[src/rtl/fwd_hazard_scoreboard_if.sv]
// Decoder-side bundle for fwd_hazard_scoreboard: issue info and operand addresses in,
// bypass selects, stall and statistics out.
interface fwd_hazard_scoreboard_if #(
    parameter int REG_AW  = 5,
    parameter int NUM_SRC = 2,
    parameter int SELW    = 2
);
    // Flow control: pipe_en is the only advance qualifier. When high, the scoreboard shifts
    // on the clock edge; when low, every entry holds. stall/fwd_sel are always live.
    logic                      pipe_en;
    logic                      issue_valid;
    logic                      issue_we;
    logic                      issue_is_load;
    logic [REG_AW-1:0]         issue_rd;
    logic                      flush;
    logic [NUM_SRC*REG_AW-1:0] src_addr;
    logic [NUM_SRC-1:0]        src_used;
    logic [NUM_SRC*SELW-1:0]   fwd_sel;
    logic                      stall;
    logic [15:0]               stall_count;
    logic [15:0]               fwd_count;

    modport master (
        output pipe_en, issue_valid, issue_we, issue_is_load, issue_rd, flush, src_addr, src_used,
        input  fwd_sel, stall, stall_count, fwd_count
    );

    modport slave (
        input  pipe_en, issue_valid, issue_we, issue_is_load, issue_rd, flush, src_addr, src_used,
        output fwd_sel, stall, stall_count, fwd_count
    );
endinterface

[src/rtl/fwd_hazard_scoreboard.sv]
// Forwarding select and load-use stall unit; tracks in-flight writers one entry per post-ID stage.
// Define FWD_STATS_EN to add saturating 16-bit stall/forward counters (tied to 0 otherwise).
module fwd_hazard_scoreboard #(
    parameter int REG_AW   = 5,
    parameter int NUM_SRC  = 2,
    parameter int DEPTH    = 3,
    parameter int LOAD_LAT = 1,
    parameter int SELW     = $clog2(DEPTH + 1)
) (
    input logic                   clk,
    input logic                   rst,
    fwd_hazard_scoreboard_if.slave bus
);
    logic [DEPTH:1]    r_valid;
    logic [DEPTH:1]    r_is_load;
    logic [REG_AW-1:0] r_rd [1:DEPTH];

    logic                    w_insert;
    logic                    w_stall;
    logic [NUM_SRC-1:0]      w_not_ready;
    logic [NUM_SRC*SELW-1:0] w_fwd_sel;

    for (genvar gi = 0; gi < NUM_SRC; gi++) begin : g_src
        logic [REG_AW-1:0] w_addr;
        logic              w_hit;
        logic              w_hit_pending;
        logic [SELW-1:0]   w_k;

        assign w_addr = bus.src_addr[gi*REG_AW +: REG_AW];

        // Scan oldest to youngest so the youngest producer is the last one to overwrite.
        always_comb begin
            w_hit         = 1'b0;
            w_hit_pending = 1'b0;
            w_k           = '0;
            for (int k = DEPTH; k >= 1; k--) begin
                if (bus.src_used[gi] && (w_addr != '0) && r_valid[k] && (r_rd[k] == w_addr)) begin
                    w_hit         = 1'b1;
                    w_hit_pending = r_is_load[k] && (k <= LOAD_LAT);
                    w_k           = SELW'(k);
                end
            end
        end

        assign w_not_ready[gi]            = w_hit & w_hit_pending;
        assign w_fwd_sel[gi*SELW +: SELW] = (w_hit && !w_hit_pending) ? w_k : '0;
    end

    assign w_stall  = bus.issue_valid & ~bus.flush & (|w_not_ready);
    assign w_insert = bus.issue_valid & bus.issue_we & (bus.issue_rd != '0) & ~w_stall & ~bus.flush;

    always_ff @(posedge clk or posedge rst) begin
        if (rst) begin
            r_valid   <= '0;
            r_is_load <= '0;
            for (int k = 1; k <= DEPTH; k++) r_rd[k] <= '0;
        end else if (bus.pipe_en) begin
            r_valid[1]   <= w_insert;
            r_is_load[1] <= w_insert & bus.issue_is_load;
            r_rd[1]      <= bus.issue_rd;
            for (int k = 2; k <= DEPTH; k++) begin
                r_valid[k]   <= r_valid[k-1];
                r_is_load[k] <= r_is_load[k-1];
                r_rd[k]      <= r_rd[k-1];
            end
        end
    end

    assign bus.fwd_sel = w_fwd_sel;
    assign bus.stall   = w_stall;

`ifdef FWD_STATS_EN
    logic [15:0] r_stall_count;
    logic [15:0] r_fwd_count;

    // One forward increment per issued instruction, regardless of how many operands bypass.
    always_ff @(posedge clk or posedge rst) begin
        if (rst) begin
            r_stall_count <= '0;
            r_fwd_count   <= '0;
        end else begin
            if (bus.pipe_en && w_stall && (r_stall_count != 16'hFFFF))
                r_stall_count <= r_stall_count + 16'd1;
            if (bus.pipe_en && bus.issue_valid && !w_stall && (|w_fwd_sel) && (r_fwd_count != 16'hFFFF))
                r_fwd_count <= r_fwd_count + 16'd1;
        end
    end

    assign bus.stall_count = r_stall_count;
    assign bus.fwd_count   = r_fwd_count;
`else
    assign bus.stall_count = '0;
    assign bus.fwd_count   = '0;
`endif
endmodule

[src/flat_wrapper.sv]
// flat-port wrapper written by rule: the top's interface ports become plain ports
module fwd_hazard_scoreboard_flat 
#(
    parameter int REG_AW   = 5,
    parameter int NUM_SRC  = 2,
    parameter int DEPTH    = 3,
    parameter int LOAD_LAT = 1,
    parameter int SELW     = $clog2(DEPTH + 1)
)
  (clk, rst, bus_pipe_en, bus_issue_valid, bus_issue_we, bus_issue_is_load, bus_issue_rd, bus_flush, bus_src_addr, bus_src_used, bus_fwd_sel, bus_stall, bus_stall_count, bus_fwd_count);
  fwd_hazard_scoreboard_if #(.REG_AW(REG_AW), .NUM_SRC(NUM_SRC), .SELW(SELW)) bus_i ();
  input logic clk;
  input logic rst;
  input wire logic [$bits(bus_i.pipe_en)-1:0] bus_pipe_en;
  input wire logic [$bits(bus_i.issue_valid)-1:0] bus_issue_valid;
  input wire logic [$bits(bus_i.issue_we)-1:0] bus_issue_we;
  input wire logic [$bits(bus_i.issue_is_load)-1:0] bus_issue_is_load;
  input wire logic [$bits(bus_i.issue_rd)-1:0] bus_issue_rd;
  input wire logic [$bits(bus_i.flush)-1:0] bus_flush;
  input wire logic [$bits(bus_i.src_addr)-1:0] bus_src_addr;
  input wire logic [$bits(bus_i.src_used)-1:0] bus_src_used;
  output wire logic [$bits(bus_i.fwd_sel)-1:0] bus_fwd_sel;
  output wire logic [$bits(bus_i.stall)-1:0] bus_stall;
  output wire logic [$bits(bus_i.stall_count)-1:0] bus_stall_count;
  output wire logic [$bits(bus_i.fwd_count)-1:0] bus_fwd_count;
  assign bus_i.pipe_en = bus_pipe_en;
  assign bus_i.issue_valid = bus_issue_valid;
  assign bus_i.issue_we = bus_issue_we;
  assign bus_i.issue_is_load = bus_issue_is_load;
  assign bus_i.issue_rd = bus_issue_rd;
  assign bus_i.flush = bus_flush;
  assign bus_i.src_addr = bus_src_addr;
  assign bus_i.src_used = bus_src_used;
  assign bus_fwd_sel = bus_i.fwd_sel;
  assign bus_stall = bus_i.stall;
  assign bus_stall_count = bus_i.stall_count;
  assign bus_fwd_count = bus_i.fwd_count;
  fwd_hazard_scoreboard #(.REG_AW(REG_AW), .NUM_SRC(NUM_SRC), .DEPTH(DEPTH), .LOAD_LAT(LOAD_LAT), .SELW(SELW)) u_core (.clk(clk), .rst(rst), .bus(bus_i));
endmodule
[config.mk]
export PLATFORM = sky130hd
export DESIGN_NAME = fwd_hazard_scoreboard_flat
export DESIGN_NICKNAME = d
export VERILOG_FILES = /design/src/rtl/fwd_hazard_scoreboard_if.sv /design/src/rtl/fwd_hazard_scoreboard.sv /design/src/flat_wrapper.sv
export SDC_FILE = /design/constraint.sdc
export NUM_CORES = 1
export LEC_CHECK = 0
export CORE_AREA = 10 10 69 71
export DETAILED_ROUTE_END_ITERATION = 7
export DIE_AREA = 0 0 79 81
export GPL_TIMING_DRIVEN = 0
export PLACE_DENSITY = 0.78
export SYNTH_ARGS = -nofsm -noshare
export SYNTH_HDL_FRONTEND = slang
export SYNTH_SLANG_ARGS = --single-unit
[constraint.sdc]
create_clock -name clk -period 2.2 [get_ports clk]
set_clock_uncertainty 0.15 [all_clocks]
set_input_delay 0.22 -clock clk [delete_from_list [all_inputs] [get_ports clk]]
set_output_delay 0.22 -clock clk [all_outputs]
set_load 0.02 [all_outputs]
==> flow_metrics.py, run 1 <==
metrics = {
    "run_status": {
        "outcome": "finished, violations left",
        "violations": "negative setup slack",
    },
    "layout": {
        "layout-area-overhead-vs-synth_pct": 43.3,
        "mostFrequentLayoutCells": "41 x buf_4, 32 x conb_1, 21 x xor2_1, 16 x mux2_1, 14 x dfrtp_1",
        "drive_gt1_frac": 0.346,
        "final_cell_area_um2": 2070,
        "final_net_count": 233,
        "final_common_cell": "buf_4",
        "fillCellCount": 316,
        "number_of_inserted_diodes": 0,
        "post_layout_nonfiller_instances": 256,
        "layout.core_utilization": 0.587,
    },
    "timing": {
        "setup_slack_ns": -0.0962,
        "clock.fmax_ghz": 0.436,
        "slew_viol_final": 0,
        "finalSetupViolCount": 3,
        "period_share": 1.04,
        "tightest_slew_margin_relative_to_the_limit": 0.522,
        "clock_period_minus_worst_slack_ns": 2.30,
        "unrepaired_setup_endpoints_after_global_routing": "yes",
        "worst_pin_slew_ns": 0.716,
        "timing_hold_violations_final": 0,
    },
    "clocking": {
        "worst_skew_pair.late_latency_ns": 0.31,
        "cts_buffers": 3,
        "clock_tree.root_cell": "clkbuf_4",
        "tritoncts": "done",
        "cts.sinks": 19,
        "clock_path_buffers": 2,
        "h-tree-depth": 1,
        "worst_setup_hold_path_clk_slew_ns": 0.12,
    },
    "critical_path": {
        "critical_path_class": "reg2out",
        "r2r_setup_slack_ns": 0.35,
        "worst-endpoint-arrival_ns": 1.93,
        "endpoint_kind": "primary output",
        "critical-path-slowest-cell": "dfrtp_2",
        "cp_top_family": "simple AND/OR/NAND/NOR gates",
        "ff2ff_path_depth": 6,
        "worst_ep_required_time_ns": 1.83,
        "critPathMaxStageDelay_ns": 0.46,
        "worstPathBufferInverterCount": 1,
        "cell_by_cell_listing_of_the_critical_path": "xor2_1 -> nor4_2 -> nand4_2 -> nor2b_4 -> o2bb2ai_4 -> buf_6",
        "timing.critical_path.fanout_max": 4,
        "critical_path.reg2reg.endpoint": "u_core.r_is_load[1]",
        "r2r_start": "u_core.r_rd[14]",
        "crit_path_start_kind": "register",
    },
    "floorplanning": {
        "die_area_um2": 6400,
        "initial_utilization": 0.409,
        "placementRows": 22,
        "chipWidth_um": 79,
        "ios": 61,
        "core_area_um2": 3520,
        "chipHeight_um": 81,
    },
    "synthesis": {
        "seq_area_frac_synth": 0.330,
        "ys_warn_count": 0,
        "synthesis.area_per_instance_um2": 10.6,
        "synth.cell_area_um2": 1440,
        "ys_ff_latch": 19,
        "synth.top_cells.by_area": "dfrtp_1 33%, buf_4 17%, xor2_1 15%",
        "post-synth-top-area-cell": "dfrtp_1",
        "yosys.cell_types.count": 25,
        "post_synth_inst_count": 136,
        "synth_top_cell_area_share": 0.330,
    },
    "placed_design": {
        "hpwl_mm": 2.78,
        "detailedPlace.worstSlack_ns": -0.739,
        "dpl.cell_count": 242,
        "detailed_place.area_um2": 1890,
        "port-buffer-count": 27,
        "gp_routability_congestion": 0.796,
    },
    "detailed_routing": {
        "wl_per_cell_um": 13.5,
        "route.detailed.vias_per_inst": 4.28,
        "detail_route.drc_violations": 0,
        "vias": 1095,
        "dr.first_iter.drc_count": 19,
        "wl_mm": 3.47,
        "dr.pass1.iters": 4,
        "antenna_violating_nets_post_route": 0,
    },
    "grt": {
        "number_of_antenna_violations_at_the_first_check_in_global_routing": 0,
        "grt_pass1_wl_mm": 5.54,
        "vias_in_the_first_global_route": 1213,
        "grt_overflow": 0,
        "grt_max_degree": 20,
        "global_route.usage.total": 0.106,
    },
    "min_path": {
        "hold_end": "u_core.r_rd[8]",
        "hold_start": "bus_pipe_en",
        "holdPathStages": 2,
        "min-delay-path-class": "in2reg",
    },
    "job": {
        "max_cap_viol_count": 0,
    },
    "power_and_ir_drop": {
        "ir_worst_vdd_v": 0.000342,
        "report.power.total_uw": 992,
        "power.static_leakage_nw": 0.997,
        "powerDensity_nw_per_um2": 480,
    },
}
==> final cells by class <==
cell class                 instances  area (µm²)  share of cell area
tap                               48        60.1              0.0291
clock buffer                       3        22.5              0.0109
clock inverter                     1        5.00             0.00242
buffer                            34         263               0.127
timing repair buffer              37         347               0.168
sequential                        19         482               0.233
multi-input combinational        110         873               0.423
inverter                           4        15.0             0.00726
==> state kept, by name, summed over array words and instances (netlist names) <==
name and count:
u_core.r_valid 3, u_core.r_is_load 1, u_core.r_rd 15
==> through the flow <==
stage	setup TNS [ns]	hold slack, ns
global route	-0.622	0.0653
finish	-0.192	0.0602
global placement	-3.25	0.328
CTS	-0.187	0.0628
floorplan	0	0.0211
detailed placement	-3.35	0.332
==> cells in the mapped netlist (all sizes together) <==
cell type  number
buf            34
xor2           24
dfrtp          19
mux2           17
nand4           7
nor4            6
xnor2           6
inv             4
a21boi          2
nand2           2
nor2b           2
o21a            2
o2bb2ai         2
or4             2
a21oi           1
and2b           1
conb            1
nor2            1
nor3            1
o22ai           1
o32ai           1
==> per-layer routing <==
layer / wire (µm) / part of all wire / up-vias / GRT usage
met5: 0 / 0 / - / 0
met3: 373 / 0.11 / 5 / 0.0442
met4: 35 / 0.010 / 0 / 0.0358
li1: - / - / 547 / -
met1: 1320 / 0.38 / 497 / 0.107
met2: 1740 / 0.50 / 46 / 0.194
==> how the worst max path moves through the flow <==
stage / from / to / slack [ns] / cells after the start
after floorplan: bus_src_addr[5] / bus_fwd_sel[3] / 0.39 / 4
after global placement: bus_src_addr[0] / bus_fwd_sel[0] / -0.72 / 7
after detailed placement: bus_src_addr[0] / bus_fwd_sel[0] / -0.74 / 7
after CTS: u_core.r_rd[13] / bus_fwd_sel[2] / -0.10 / 6
after global routing: u_core.r_rd[14] / bus_fwd_sel[2] / -0.17 / 6
final: u_core.r_rd[14] / bus_fwd_sel[2] / -0.1 / 6
==> repair_timing <==
item                                   in CTS  in global routing
resized for setup                          34                 20
setup endpoints to repair                   5                  5
pin swaps                                   7                 10
endpoints found under the hold margin       1                  0
setup buffers                               4                  5
hold buffers                                1                  0
==> power breakdown <==
part | internal (mW) | total [mW] | switching [mW]
sequential | 0.397 | 0.460 | 0.0623
clock | 0.0679 | 0.185 | 0.117
combinational | 0.184 | 0.347 | 0.163
==> logic make-up (layout without fill, tap and decap cells) <==
kind of cell	Yosys count	after routing	synth area share
simple gates	22	22	0.106
compound gates	9	9	0.0546
other cells	1	32	0.00260
flops	19	19	0.330
buf+inv	38	79	0.193
mux	17	17	0.133
xor+xnor	30	30	0.182
Power figures use the tool's default switching activity.
==> run 2, diff against run 1 <==
--- a/config.mk
+++ b/config.mk
@@ -5,9 +5,9 @@
 export SDC_FILE = /design/constraint.sdc
 export NUM_CORES = 1
 export LEC_CHECK = 0
-export CORE_AREA = 10 10 69 71
+export CORE_AREA = 10 10 64 77
 export DETAILED_ROUTE_END_ITERATION = 7
-export DIE_AREA = 0 0 79 81
+export DIE_AREA = 0 0 74 87
 export GPL_TIMING_DRIVEN = 0
 export PLACE_DENSITY = 0.78
 export SYNTH_ARGS = -nofsm -noshare
==> run 2 against run 1 <==
Against the previous run:
- the flow still finishes with violations (negative setup slack)
- first-iteration DRC count is 47% lower
- wire length is 2.5% lower
- highest routed layer unchanged
- die area is 0.61% higher
- sequential power is 1% lower
- power is 2.9% higher
- count of clock-buffer cells in the layout stayed put
- critical path depth stayed put
- clock power is 34% higher
==> flow_metrics.py, run 2 (synthesis gave the netlist of run 1 again) <==
metrics = {
    "run_status": {
        "outcome": "finished, violations left",
        "violations": "negative setup slack",
    },
    "critical_path": {
        "timing.critical_path.fanout_max": 4,
        "ff2ff_path_depth": 6,
        "r2r_setup_slack_ns": 0.33,
        "endpoint_kind": "primary output",
        "critical_path_class": "reg2out",
        "worst_ep_required_time_ns": 1.83,
        "crit_path_start_kind": "register",
        "worst-endpoint-arrival_ns": 1.89,
    },
    "detailed_routing": {
        "vias": 1064,
        "dr.pass1.iters": 2,
        "antenna_violating_nets_post_route": 0,
        "wl_per_cell_um": 14.1,
        "wl_mm": 3.38,
        "detail_route.drc_violations": 0,
        "route.detailed.vias_per_inst": 4.43,
        "dr.first_iter.drc_count": 10,
    },
    "grt": {
        "vias_in_the_first_global_route": 1149,
        "grt_overflow": 0,
        "grt_max_degree": 20,
        "grt_pass1_wl_mm": 5.51,
        "number_of_antenna_violations_at_the_first_check_in_global_routing": 0,
        "global_route.usage.total": 0.106,
    },
    "job": {
        "max_cap_viol_count": 0,
    },
    "layout": {
        "layout-area-overhead-vs-synth_pct": 36.1,
        "fillCellCount": 342,
        "number_of_inserted_diodes": 0,
        "layout.core_utilization": 0.559,
        "drive_gt1_frac": 0.299,
        "final_cell_area_um2": 1960,
        "layout_top_registers": "u_core.r_rd (15), u_core.r_valid (3), u_core.r_is_load (1)",
        "mostFrequentLayoutCells": "38 x buf_4, 32 x conb_1, 24 x xor2_1, 17 x dfrtp_1, 16 x mux2_1",
        "number_of_flip_flops_under_the_largest_register_name": 15,
        "regMostFlops": "u_core.r_rd",
        "final_net_count": 226,
        "final_common_cell": "buf_4",
    },
    "power_and_ir_drop": {
        "ir_worst_vdd_v": 0.000400,
        "power.static_leakage_nw": 0.962,
        "powerDensity_nw_per_um2": 520,
    },
    "floorplanning": {
        "initial_utilization": 0.411,
        "die_area_um2": 6440,
        "ios": 61,
        "placementRows": 24,
        "core_area_um2": 3510,
        "chipHeight_um": 87,
        "chipWidth_um": 74,
    },
    "timing": {
        "finalSetupTns_ns": -0.0783,
        "setup_slack_ns": -0.0609,
        "clock.fmax_ghz": 0.442,
        "clock_period_minus_worst_slack_ns": 2.26,
        "finalSetupViolCount": 3,
        "worst_pin_slew_ns": 0.722,
        "slew_viol_final": 0,
        "timing_hold_violations_final": 0,
        "period_share": 1.03,
        "unrepaired_setup_endpoints_after_global_routing": "yes",
        "tightest_slew_margin_relative_to_the_limit": 0.518,
    },
    "min_path": {
        "min-delay-path-class": "in2reg",
        "holdPathStages": 2,
    },
    "clocking": {
        "worst_skew_pair.late_latency_ns": 0.26,
        "worst_setup_hold_path_clk_slew_ns": 0.07,
        "post_cts_hold_buffer_count": 0,
        "clock_tree.root_cell": "clkbuf_8",
        "cts_buffers": 3,
        "tritoncts": "done",
        "clock_path_buffers": 2,
        "cts.sinks": 19,
        "h-tree-depth": 1,
    },
    "placed_design": {
        "port-buffer-count": 27,
        "detailed_place.area_um2": 1880,
        "gp_routability_congestion": 0.840,
    },
}
-- run 2: what timing repair did --
item | 4_1_cts | 5_1_grt
resized for setup | 31 | 11
setup buffers | 2 | 1
pin swaps | 5 | 2
hold endpoints to repair | 0 | 0
setup endpoints to repair | 5 | 5
-- run 2: power breakdown --
part | leakage [nW] | total [mW] | internal [mW] | switching, mW
Clock | 0.0255 | 0.247 | 0.126 | 0.121
Sequential | 0.228 | 0.454 | 0.396 | 0.0581
Combinational | 0.708 | 0.320 | 0.163 | 0.157
-- run 2: per-stage QoR --
stage / hold slack, ns / instances / total power, mW / setup slack (ns)
after floorplan: 0.0211 / 167 / 0.675 / 0.392
after global placement: 0.326 / 233 / 0.757 / -0.671
after detailed placement: 0.328 / 233 / 0.764 / -0.706
after CTS: 0.0414 / 239 / 1.02 / -0.0558
after global routing: 0.0584 / 240 / 1.08 / -0.155
final: 0.0470 / 240 / 1.02 / -0.0609
-- run 2: path summary, 6_finish.rpt --
path                                            end               from
worst max-delay path                 bus_fwd_sel[2]    u_core.r_rd[11]
worst min-delay path            u_core.r_is_load[1]        bus_pipe_en
worst max register to register  u_core.r_is_load[1]    u_core.r_rd[11]
worst min register to register    u_core.r_valid[3]  u_core.r_valid[3]
max in group asynchronous           u_core.r_rd[11]                rst
min in group asynchronous            u_core.r_rd[7]                rst
-- run 2: final cells by class --
class	count	area, µm²	share of cell area
sequential	19	478	0.243
buffer	34	263	0.134
inverter	4	15.0	0.00765
tap	39	48.8	0.0249
multi-input combinational	110	838	0.427
clock buffer	3	41.3	0.0210
timing repair buffer	30	274	0.140
clock inverter	1	5.00	0.00255
-- run 2: metal layers --
metal | global-route usage | routed length, µm | up-vias
li1 | - | - | 535
met1 | 0.121 | 1410 | 480
met2 | 0.172 | 1580 | 44
met3 | 0.0445 | 344 | 5
met4 | 0.0390 | 43 | 0
met5 | 0 | 0 | -
-- run 2: worst max-delay path, cell delays in order, from the launching register on --
cell and delay, ns:
dfrtp_2 0.44, xor2_1 0.18, nor4_2 0.37, nand4_2 0.22, nor2b_4 0.18, o2bb2ai_2 0.12, buf_6 0.13
